File: src/rtl/intxn_phase_sched_pkg.sv
// Shared types for the intersection phase scheduler: FSM state encoding,
// phase indices, lamp codes and the round-robin next-phase search.
package intxn_phase_sched_pkg;

  typedef enum logic [1:0] {
    ST_GREEN  = 2'd0,
    ST_YELLOW = 2'd1,
    ST_ALLRED = 2'd2
  } state_e;

  localparam logic [1:0] PH_NS_THRU = 2'd0;
  localparam logic [1:0] PH_EW_THRU = 2'd1;
  localparam logic [1:0] PH_NS_LEFT = 2'd2;
  localparam logic [1:0] PH_EW_LEFT = 2'd3;

  localparam logic [3:0] LAMP_OFF = 4'b0000;
  localparam logic [3:0] LAMP_PH0 = 4'b0001;

  function automatic logic [3:0] ph_onehot(input logic [1:0] ph);
    return LAMP_PH0 << ph;
  endfunction

  // First demanded phase after ph, wrapping 3->0; scanning k downward lets the nearest win.
  function automatic logic [1:0] next_demand(input logic [3:0] dem, input logic [1:0] ph);
    logic [1:0] idx;
    logic [1:0] sel;
    sel = ph;
    for (int k = 3; k >= 1; k--) begin
      idx = ph + 2'(k);
      if (dem[idx]) sel = idx;
    end
    return sel;
  endfunction

endpackage

File: src/rtl/intxn_phase_sched_sec_tick.sv
// Whole-second tick generator: counts 0..CLK_HZ-1, pulses tick on the last count,
// and restarts from zero on clr so every timed interval begins on a clean boundary.
module intxn_sec_tick #(
  parameter int CLK_HZ = 50_000_000
) (
  input  logic clk,
  input  logic reset_n,
  input  logic clr,
  output logic tick
);

  localparam int CNT_W = (CLK_HZ > 1) ? $clog2(CLK_HZ) : 1;
  localparam logic [CNT_W-1:0] CNT_MAX = CNT_W'(CLK_HZ - 1);

  logic [CNT_W-1:0] cnt;

  always_ff @(posedge clk or negedge reset_n) begin
    if (!reset_n) begin
      cnt <= '0;
    end else if (clr || cnt == CNT_MAX) begin
      cnt <= '0;
    end else begin
      cnt <= cnt + CNT_W'(1);
    end
  end

  assign tick = (cnt == CNT_MAX);

endmodule

File: src/rtl/intxn_phase_sched.sv
// Four-phase intersection scheduler with latched calls, min/max green, yellow and
// all-red clearance. Optional pedestrian walk on phase 1 with macro INTXN_PED_EN.
module intxn_phase_sched
  import intxn_phase_sched_pkg::*;
#(
  parameter int CLK_HZ    = 50_000_000,
  parameter int GREEN_MIN = 5,
  parameter int GREEN_MAX = 10,
  parameter int YELLOW_S  = 2,
  parameter int ALLRED_S  = 1
`ifdef INTXN_PED_EN
  ,
  parameter int PED_WALK  = 4
`endif
) (
  input  logic       clk,
  input  logic       reset_n,
  input  logic [3:0] req,
`ifdef INTXN_PED_EN
  input  logic       ped_btn,
  output logic       walk,
`endif
  output logic [3:0] grant,
  output logic [3:0] yellow,
  output logic       all_red,
  output logic [1:0] phase,
  output logic       sec_tick
);

  localparam logic [3:0] GMIN = 4'(GREEN_MIN);
  localparam logic [3:0] GMAX = 4'(GREEN_MAX);
  localparam logic [3:0] YEL  = 4'(YELLOW_S);
  localparam logic [3:0] AR   = 4'(ALLRED_S);

  state_e     state;
  logic [1:0] next_phase;
  logic [3:0] pending;
  logic [3:0] dem;
  logic [3:0] sec;
  logic [3:0] gmin;
  logic [3:0] set_mask;
  logic [3:0] clr_mask;
  logic       other;
  logic       trans;
  logic       tick;

  function automatic logic [3:0] sec_sat_inc(input logic [3:0] s);
    return (s == 4'hF) ? s : s + 4'd1;
  endfunction

`ifdef INTXN_PED_EN
  localparam int PED_GMIN_I = (GREEN_MIN > PED_WALK + 1) ? GREEN_MIN : PED_WALK + 1;
  localparam logic [3:0] PED_GMIN  = 4'(PED_GMIN_I);
  localparam logic [3:0] WALK_LAST = 4'(PED_WALK - 1);

  logic ped_pend;
  logic ped_grn;
  logic enter_p1;
`endif

  intxn_sec_tick #(
    .CLK_HZ (CLK_HZ)
  ) u_sec_tick (
    .clk     (clk),
    .reset_n (reset_n),
    .clr     (trans),
    .tick    (tick)
  );

  assign sec_tick = tick;

  // Demand seen by the scheduler: latched calls plus the rest-phase recall.
  always_comb begin
    dem = pending;
    if (phase != PH_NS_THRU) dem[PH_NS_THRU] = 1'b1;
    gmin = GMIN;
`ifdef INTXN_PED_EN
    if (ped_pend) dem[PH_EW_THRU] = 1'b1;
    if (ped_grn)  gmin = PED_GMIN;
`endif
    other = |(dem & ~ph_onehot(phase));

    trans = 1'b0;
    case (state)
      ST_GREEN:  trans = other && (sec >= gmin) && (!req[phase] || sec >= GMAX);
      ST_YELLOW: trans = (sec >= YEL);
      ST_ALLRED: trans = (sec >= AR);
      default:   trans = 1'b1;
    endcase

    set_mask = (state == ST_GREEN) ? ph_onehot(phase) : LAMP_OFF;
    clr_mask = (state == ST_ALLRED && trans) ? ph_onehot(next_phase) : LAMP_OFF;
  end

  always_ff @(posedge clk or negedge reset_n) begin
    if (!reset_n) begin
      state      <= ST_GREEN;
      phase      <= PH_NS_THRU;
      next_phase <= PH_NS_THRU;
      grant      <= LAMP_PH0;
      yellow     <= LAMP_OFF;
      all_red    <= 1'b0;
    end else if (trans) begin
      case (state)
        ST_GREEN: begin
          state      <= ST_YELLOW;
          next_phase <= next_demand(dem, phase);
          grant      <= LAMP_OFF;
          yellow     <= ph_onehot(phase);
        end
        ST_YELLOW: begin
          state   <= ST_ALLRED;
          yellow  <= LAMP_OFF;
          all_red <= 1'b1;
        end
        ST_ALLRED: begin
          state   <= ST_GREEN;
          all_red <= 1'b0;
          phase   <= next_phase;
          grant   <= ph_onehot(next_phase);
        end
        default: begin
          state   <= ST_GREEN;
          phase   <= PH_NS_THRU;
          grant   <= LAMP_PH0;
          yellow  <= LAMP_OFF;
          all_red <= 1'b0;
        end
      endcase
    end
  end

  always_ff @(posedge clk or negedge reset_n) begin
    if (!reset_n) begin
      sec     <= 4'd0;
      pending <= 4'd0;
    end else begin
      if (trans) sec <= 4'd0;
      else if (tick) sec <= sec_sat_inc(sec);
      pending <= (pending | (req & ~set_mask)) & ~clr_mask;
    end
  end

`ifdef INTXN_PED_EN
  assign enter_p1 = (state == ST_ALLRED) && trans && (next_phase == PH_EW_THRU);

  always_ff @(posedge clk or negedge reset_n) begin
    if (!reset_n) begin
      ped_pend <= 1'b0;
      ped_grn  <= 1'b0;
      walk     <= 1'b0;
    end else begin
      ped_pend <= enter_p1 ? 1'b0 : (ped_pend | ped_btn);
      if (enter_p1 && ped_pend) begin
        walk    <= 1'b1;
        ped_grn <= 1'b1;
      end else if (trans) begin
        walk    <= 1'b0;
        ped_grn <= 1'b0;
      end else if (tick && sec == WALK_LAST) begin
        walk <= 1'b0;
      end
    end
  end
`endif

endmodule

File: config.mk
export PLATFORM = sky130hd
export DESIGN_NAME = intxn_phase_sched
export DESIGN_NICKNAME = d
export VERILOG_FILES = /design/src/rtl/intxn_phase_sched_pkg.sv /design/src/rtl/intxn_phase_sched_sec_tick.sv /design/src/rtl/intxn_phase_sched.sv
export SDC_FILE = /design/constraint.sdc
export NUM_CORES = 1
export LEC_CHECK = 0
export BUFFER_PORTS_ARGS = -buffer_cell sky130_fd_sc_hd__buf_4
export CAP_MARGIN = 20
export CORE_AREA = 5 5 64 88
export DETAILED_ROUTE_END_ITERATION = 10
export DIE_AREA = 0 0 69 93
export PLACE_DENSITY = 0.76
export SYNTH_ARGS = -nofsm -noshare
export SYNTH_HDL_FRONTEND = slang
export SYNTH_HIERARCHICAL = 1
export SYNTH_SLANG_ARGS = --single-unit
File: constraint.sdc
create_clock -name clk -period 5.5 [get_ports clk]
set_input_delay 0.55 -clock clk [delete_from_list [all_inputs] [get_ports clk]]
set_output_delay 0.55 -clock clk [all_outputs]
set_load 0.02 [all_outputs]
# Word-level counts from Yosys, hierarchy flattened

Cells that the tools add are included.
Widths: inputs -> output; s select.

Add/subtract/negate cells: 5
$lt $le $gt $ge: 8
Eq/ne operators: 5
Shift operators: 2
Multiplexer cells: 24
Bitwise operators: 11
Reduce and logical (&&, ||, !) cells: 17

Operator list:

| kind                  | number |
|---|---|
| $add 26x1->26 const B | 1 |
| $eq 26x26->1 const B  | 1 |
| $mux 26               | 1 |
| $mux 4                | 5 |
| $and 4x4->4           | 3 |
| $lt 2x3->1 const B    | 4 |
| $not 4->4             | 3 |
| $pmux 4 s3            | 1 |
| $reduce_and 2->1      | 6 |
| $bmux 1 s2            | 4 |
| $pmux 2 s2            | 2 |
| $pmux 4 s2            | 1 |
| $shl 1x2->4 const A   | 2 |
| $mux 2                | 3 |
| $mux 1                | 5 |
| $add 2x2->2 const B   | 2 |
| $add 4x1->4 const B   | 1 |
| $eq 4x4->1 const B    | 1 |
| $ge 4x1->1 const B    | 1 |
| $ge 4x2->1 const B    | 1 |
| $ge 4x3->1 const B    | 1 |
| $ge 4x4->1 const B    | 1 |
| $not 1->1             | 4 |
| $or 4x4->4            | 1 |
| 13 further kinds      | 17 |

Register bits: 49
Output and inout bits: 12

# Longest topological paths before layout

Depth in word-level cells: 11
Mapped depth: 11
Gate-level depth less buffers: 9

# By module

The synthesis kept the hierarchy.

By module, submodules not included:

| module            | times used | cells an instance | area each (um^2) | sequential area each (um^2) |
|---|---|---|---|---|
| intxn_sec_tick    | 1          | 144               | 1385.1           | 650.6 |
| intxn_phase_sched | 1          | 133               | 1346.3           | 576.8 |

# Worst setup path before layout

Ideal clock, no wire load.

Path kind: register to register
Start point: reg phase[0]
End point: reg u_sec_tick.cnt[10]
Library setup time: 0.121 ns
Arrival time: 2.458 ns
Required time: 5.379 ns
Path slack: 2.921 ns
Cell stages (with the launch flop): 12
Clock period less this slack: 2.579 ns
Cell sequence: dfrtp_1 > buf_2 > inv_1 > ha_1 > nand2b_1 > o2111a_1 > a2111o_1 > nand3_1 > inv_1 > o31ai_4 > buf_2 > nor2_1

Word-level cells in the longest chain between the ends: 9
Elaborated cells between the ends (all ways): 15

Ends and longest elaborated chain:

| item                                             | line                                                 | text |
|---|---|---|
| start, declared                                  | intxn_phase_sched.sv:26                              | `output logic [1:0] phase,` |
| start signal, assigned                           | intxn_phase_sched.sv:119                             | `phase <= next_phase;` |
| $reduce_bool 2->1 or $shl 1x2->4 (tied branches) | intxn_phase_sched.sv:75, intxn_phase_sched_pkg.sv:20 |  |
| $mux 1 or $not 4->4 (tied branches)              | intxn_phase_sched.sv:75, intxn_phase_sched.sv:81     |  |
| $and 4x4->4                                      | intxn_phase_sched.sv:81                              | `other = \|(dem & ~ph_onehot(phase));` |
| $reduce_or 4->1                                  | intxn_phase_sched.sv:81                              |  |
| $logic_and 1x1->1                                | intxn_phase_sched.sv:85                              | `ST_GREEN: trans = other && (sec >= gmin) && (!req[phase] \|\| sec >= GMAX);` |
| $logic_and 1x1->1 (*)                            | intxn_phase_sched.sv:85                              |  |
| $pmux 1 s3 (*)                                   | intxn_phase_sched.sv:84                              | `case (state)` |
| net trans                                        | intxn_phase_sched.sv:44                              | `logic trans;` |
| $logic_or 1x1->1 (*)                             | intxn_phase_sched_sec_tick.sv:20                     | `end else if (clr \|\| cnt == CNT_MAX) begin` |
| $mux 26 (*)                                      | intxn_phase_sched_sec_tick.sv:20                     |  |
| end signal, assigned                             | intxn_phase_sched_sec_tick.sv:23                     | `cnt <= cnt + CNT_W'(1);` |
| end, declared                                    | intxn_phase_sched_sec_tick.sv:15                     | `logic [CNT_W-1:0] cnt;` |

The timed path passes the listed nets; every way through them passes the cells marked *. The select of a mux whose other input is x is not followed.
A chain may end at the register's enable or synchronous reset.

# Final worst setup path

Start point: reg sec[1]
End point: reg u_sec_tick.cnt[22]

Word-level cells in the longest chain between the ends: 6
Elaborated cells between the ends (all ways): 10

Ends and longest elaborated chain:

| item                                                  | line                             | text |
|---|---|---|
| start, declared                                       | intxn_phase_sched.sv:39          | `logic [3:0] sec;` |
| start signal, assigned                                | intxn_phase_sched.sv:139         | `else if (tick) sec <= sec_sat_inc(sec);` |
| $ge 4x3->1 or $ge 4x4->1 (tied branches)              | intxn_phase_sched.sv:85          |  |
| $logic_and 1x1->1 or $logic_or 1x1->1 (tied branches) | intxn_phase_sched.sv:85          |  |
| $logic_and 1x1->1                                     | intxn_phase_sched.sv:85          |  |
| $pmux 1 s3 (*)                                        | intxn_phase_sched.sv:84          |  |
| net trans                                             | intxn_phase_sched.sv:44          |  |
| $logic_or 1x1->1 (*)                                  | intxn_phase_sched_sec_tick.sv:20 |  |
| $mux 26 (*)                                           | intxn_phase_sched_sec_tick.sv:20 |  |

The timed path passes the listed nets; every way through them passes the cells marked *.

==> results.py <==
metrics = {
    "run": {
        "cap_violations": 0,
    },
    "global_routing": {
        "grt.overflow.total": 0,
        "grt_start_max_net_pins": 50,
        "grtUsageTotal_pct": 19.1,
        "antenna_found_initial": 0,
        "first_global_vias": 2223,
        "grt_pass1_wl_microns": 9990,
    },
    "power": {
        "p_clk_share_pct": 41.7,
        "power_frac_seq_pct": 56.6,
        "p_int_uw": 511,
        "peakVddDrop_uv": 181,
        "switching_power_uw": 124,
        "power_density_mw_per_mm2": 210,
        "leakage_nw": 1.30,
        "swShare_pct": 19.6,
        "comb_power_share_pct": 1.7,
    },
    "clock_tree": {
        "cts_sinks": 49,
        "postCtsHoldBufs": 0,
        "post_cts_buffers": 0,
        "cts_buffers": 5,
        "cts-htree-levels": 2,
        "clk_pin_slew_worst_paths_ns": 0.09,
        "cts_root_buf": "clkbuf_8",
        "ctsLongestPathBuffers": 2,
        "cts_resized": 0,
        "clk_latency_ns": 0.30,
        "tritoncts": "built",
    },
    "synthesis": {
        "synth-adder-area-share_pct": 5.04,
        "synth_xor_area_share_pct": 5.77,
        "syn-cell-area_sq_mm": 0.00273,
        "synth_compound_area_share_pct": 16.3,
        "synthSimpleGateAreaFrac_pct": 23.5,
        "synth-seq-cells": 49,
        "syn_nets": 294,
        "avgSynthCellArea_sq_um": 9.86,
        "syn_inst": 277,
        "yosysWarnings": 6,
        "seq_area_frac_synth_pct": 44.9,
        "synth_top_family_by_area": "simple AND/OR/NAND/NOR gates",
        "synth-async-reset-ratio_pct": 100,
        "synth.distinct_cells": 51,
        "synthMuxAreaShare_pct": 2.43,
        "synth_edf_count": 0,
        "synth_top_flop_cell": "dfrtp_1",
    },
    "routing": {
        "drt_pass1_iterations": 4,
        "routed_wl_microns": 5730,
        "drc": 0,
        "antenna_left": 0,
        "avgViaCountPerCell": 6.08,
        "drtIter0Drc": 141,
        "vias": 2189,
        "wire_per_inst_microns": 15.9,
    },
    "worst_setup_path": {
        "cpPeakStageDelay_ns": 0.49,
        "crit_family": "simple AND/OR/NAND/NOR gates",
        "start_kind": "register",
        "cp_slowest_cell": "dfrtp_1",
        "crit_buf_inv": 2,
        "endpoint_kind": "register",
        "worstPathCellList": "inv_1, ha_1, nor4b_2, nor2_1, a21oi_1, nand3_1, inv_1, o31ai_4, a21oi_1",
        "cp.required_ns": 5.71,
        "worstPathArrival_ns": 2.98,
        "crit_type": "register to register",
        "crit_fanout": 26,
    },
    "timing": {
        "max_freq_mhz": 362,
        "min_period_ns": 2.76,
        "setup_ws_ns": 2.74,
        "finalClockSkew_ns": 0.0103,
        "worst_pin_slew_ns": 1.04,
        "period_share_pct": 50.3,
        "rsz0062_at_grt": "false",
        "hold_viol": 0,
        "maxSlewViolCount": 0,
        "setup_viol": 0,
        "relSlewSlack_pct": 30.5,
        "setup_tns_ns": 0,
    },
    "finish": {
        "final_nets": 312,
        "seqCellArea_sq_mm": 0.00123,
        "multi_input_area_sq_mm": 0.00145,
        "final_common_cell": "dfrtp_1",
        "mostFrequentLayoutCells": "dfrtp_1, nor2_1, nand2_1",
        "fill_cells": 411,
        "drive_gt1_share_pct": 13.2,
        "n_antenna_cell": 0,
        "fin_cells": 360,
        "syn_to_final_growth_pct": 10.9,
    },
    "place": {
        "gp_congestion": 0.838,
        "place_ws_ns": 2.76,
        "placedCellCount": 352,
        "dp_hpwl_microns": 4160,
        "io_buffers": 17,
    },
    "die": {
        "die_w_microns": 69,
        "die-area_sq_mm": 0.00642,
        "die_h_microns": 93,
        "core_area_sq_mm": 0.00480,
        "rows": 30,
        "initial_utilization_pct": 56.8,
        "io_pins": 18,
    },
    "outcome": {
        "status": "finished, final reports clean",
    },
    "worst_hold_path": {
        "hold_class": "primary input to asynchronous set/reset pin",
    },
}
-- state kept, by name, indices dropped and copies added (netlist names), 2 cells and up --
name,cells
next_phase,2
phase,2
grant,4
sec,4
state,2
pending,4
yellow,4
u_sec_tick/cnt,26
-- routing by layer --
metal	vias to the layer above	global-route usage, %	wire length [microns]
li1	1046	-	-
met1	1065	20.4	2250
met2	58	35.3	3060
met3	20	4.30	228
met4	0	9.28	188
met5	-	0	0
-- stage by stage --
step	hold WS (ns)	power, mW	util, %	instance area [sq um]
after global routing	0.296	0.658	63.0	3030
after CTS	0.271	0.643	63.0	3030
after floorplan	0.254	0.368	-	2730
final	0.256	0.635	63.0	3030
after global placement	0.471	0.378	60.6	2910
after detailed placement	0.468	0.378	60.6	2910
-- Yosys cell counts (2+ instances only) --
cell type	count	area (sq um)
dfrtp_1	48	1200
nor2_1	30	113
nand2_1	25	93.8
a21oi_1	22	110
nand3_1	15	75.1
ha_1	11	138
xor2_1	10	87.6
o21ai_0	9	45.0
inv_1	8	30.0
xnor2_1	8	70.1
nand2b_1	7	43.8
nand4_1	7	43.8
o31ai_1	7	52.6
or3_1	6	37.5
and4_1	5	43.8
or4_1	5	37.5
a22o_1	4	35.0
a21o_1	3	22.5
buf_2	3	15.0
clkbuf_1	3	11.3
nor3_1	3	15.0
o21a_1	3	22.5
and3_1	2	12.5
and3_2	2	15.0
mux4_2	2	45.0
nand3b_1	2	15.0
nor4b_1	2	17.5
o211ai_1	2	15.0
-- area by class of cell --
| class | instances | share of cell area, % |
|---|---|---|
| clock inverters | 1 | 0.991 |
| well taps | 64 | 2.64 |
| clock buffers | 7 | 2.85 |
| multi-input cells | 214 | 47.8 |
| inverters | 8 | 0.991 |
| repair buffers | 17 | 4.21 |
| flip-flops and latches | 49 | 40.5 |
-- power groups by stage --
stage / Clock (mW) / Sequential, mW / Combinational (mW)
after global routing: 0.285 / 0.360 / 0.0125
final: 0.265 / 0.360 / 0.0108
after floorplan: 0 / 0.367 / 0.000920
after detailed placement: 0 / 0.367 / 0.0114
after CTS: 0.272 / 0.360 / 0.0113
after global placement: 0 / 0.367 / 0.0113
-- cell families (layout without fill, tap and decap cells) --
logic type,after synthesis,in the layout
compound gates,62,62
xor+xnor,18,18
fa+ha+maj,11,11
buf+inv,14,33
flops,49,49
mux,4,4
simple gates,119,119
-- path summary, 6_finish.rpt --
kind,start,end,slack (ns),depth (start not counted)
max,sec[1],u_sec_tick/cnt[22],2.74,9
min,reset_n,phase[0],0.26,1
max reg2reg,sec[1],u_sec_tick/cnt[22],2.74,9
min reg2reg,grant[2],grant[2],0.49,1
max in group asynchronous,reset_n,u_sec_tick/cnt[2],4.83,1
min in group clk,grant[2],grant[2],0.49,1
No activity file was read; power rests on OpenSTA's default activity.
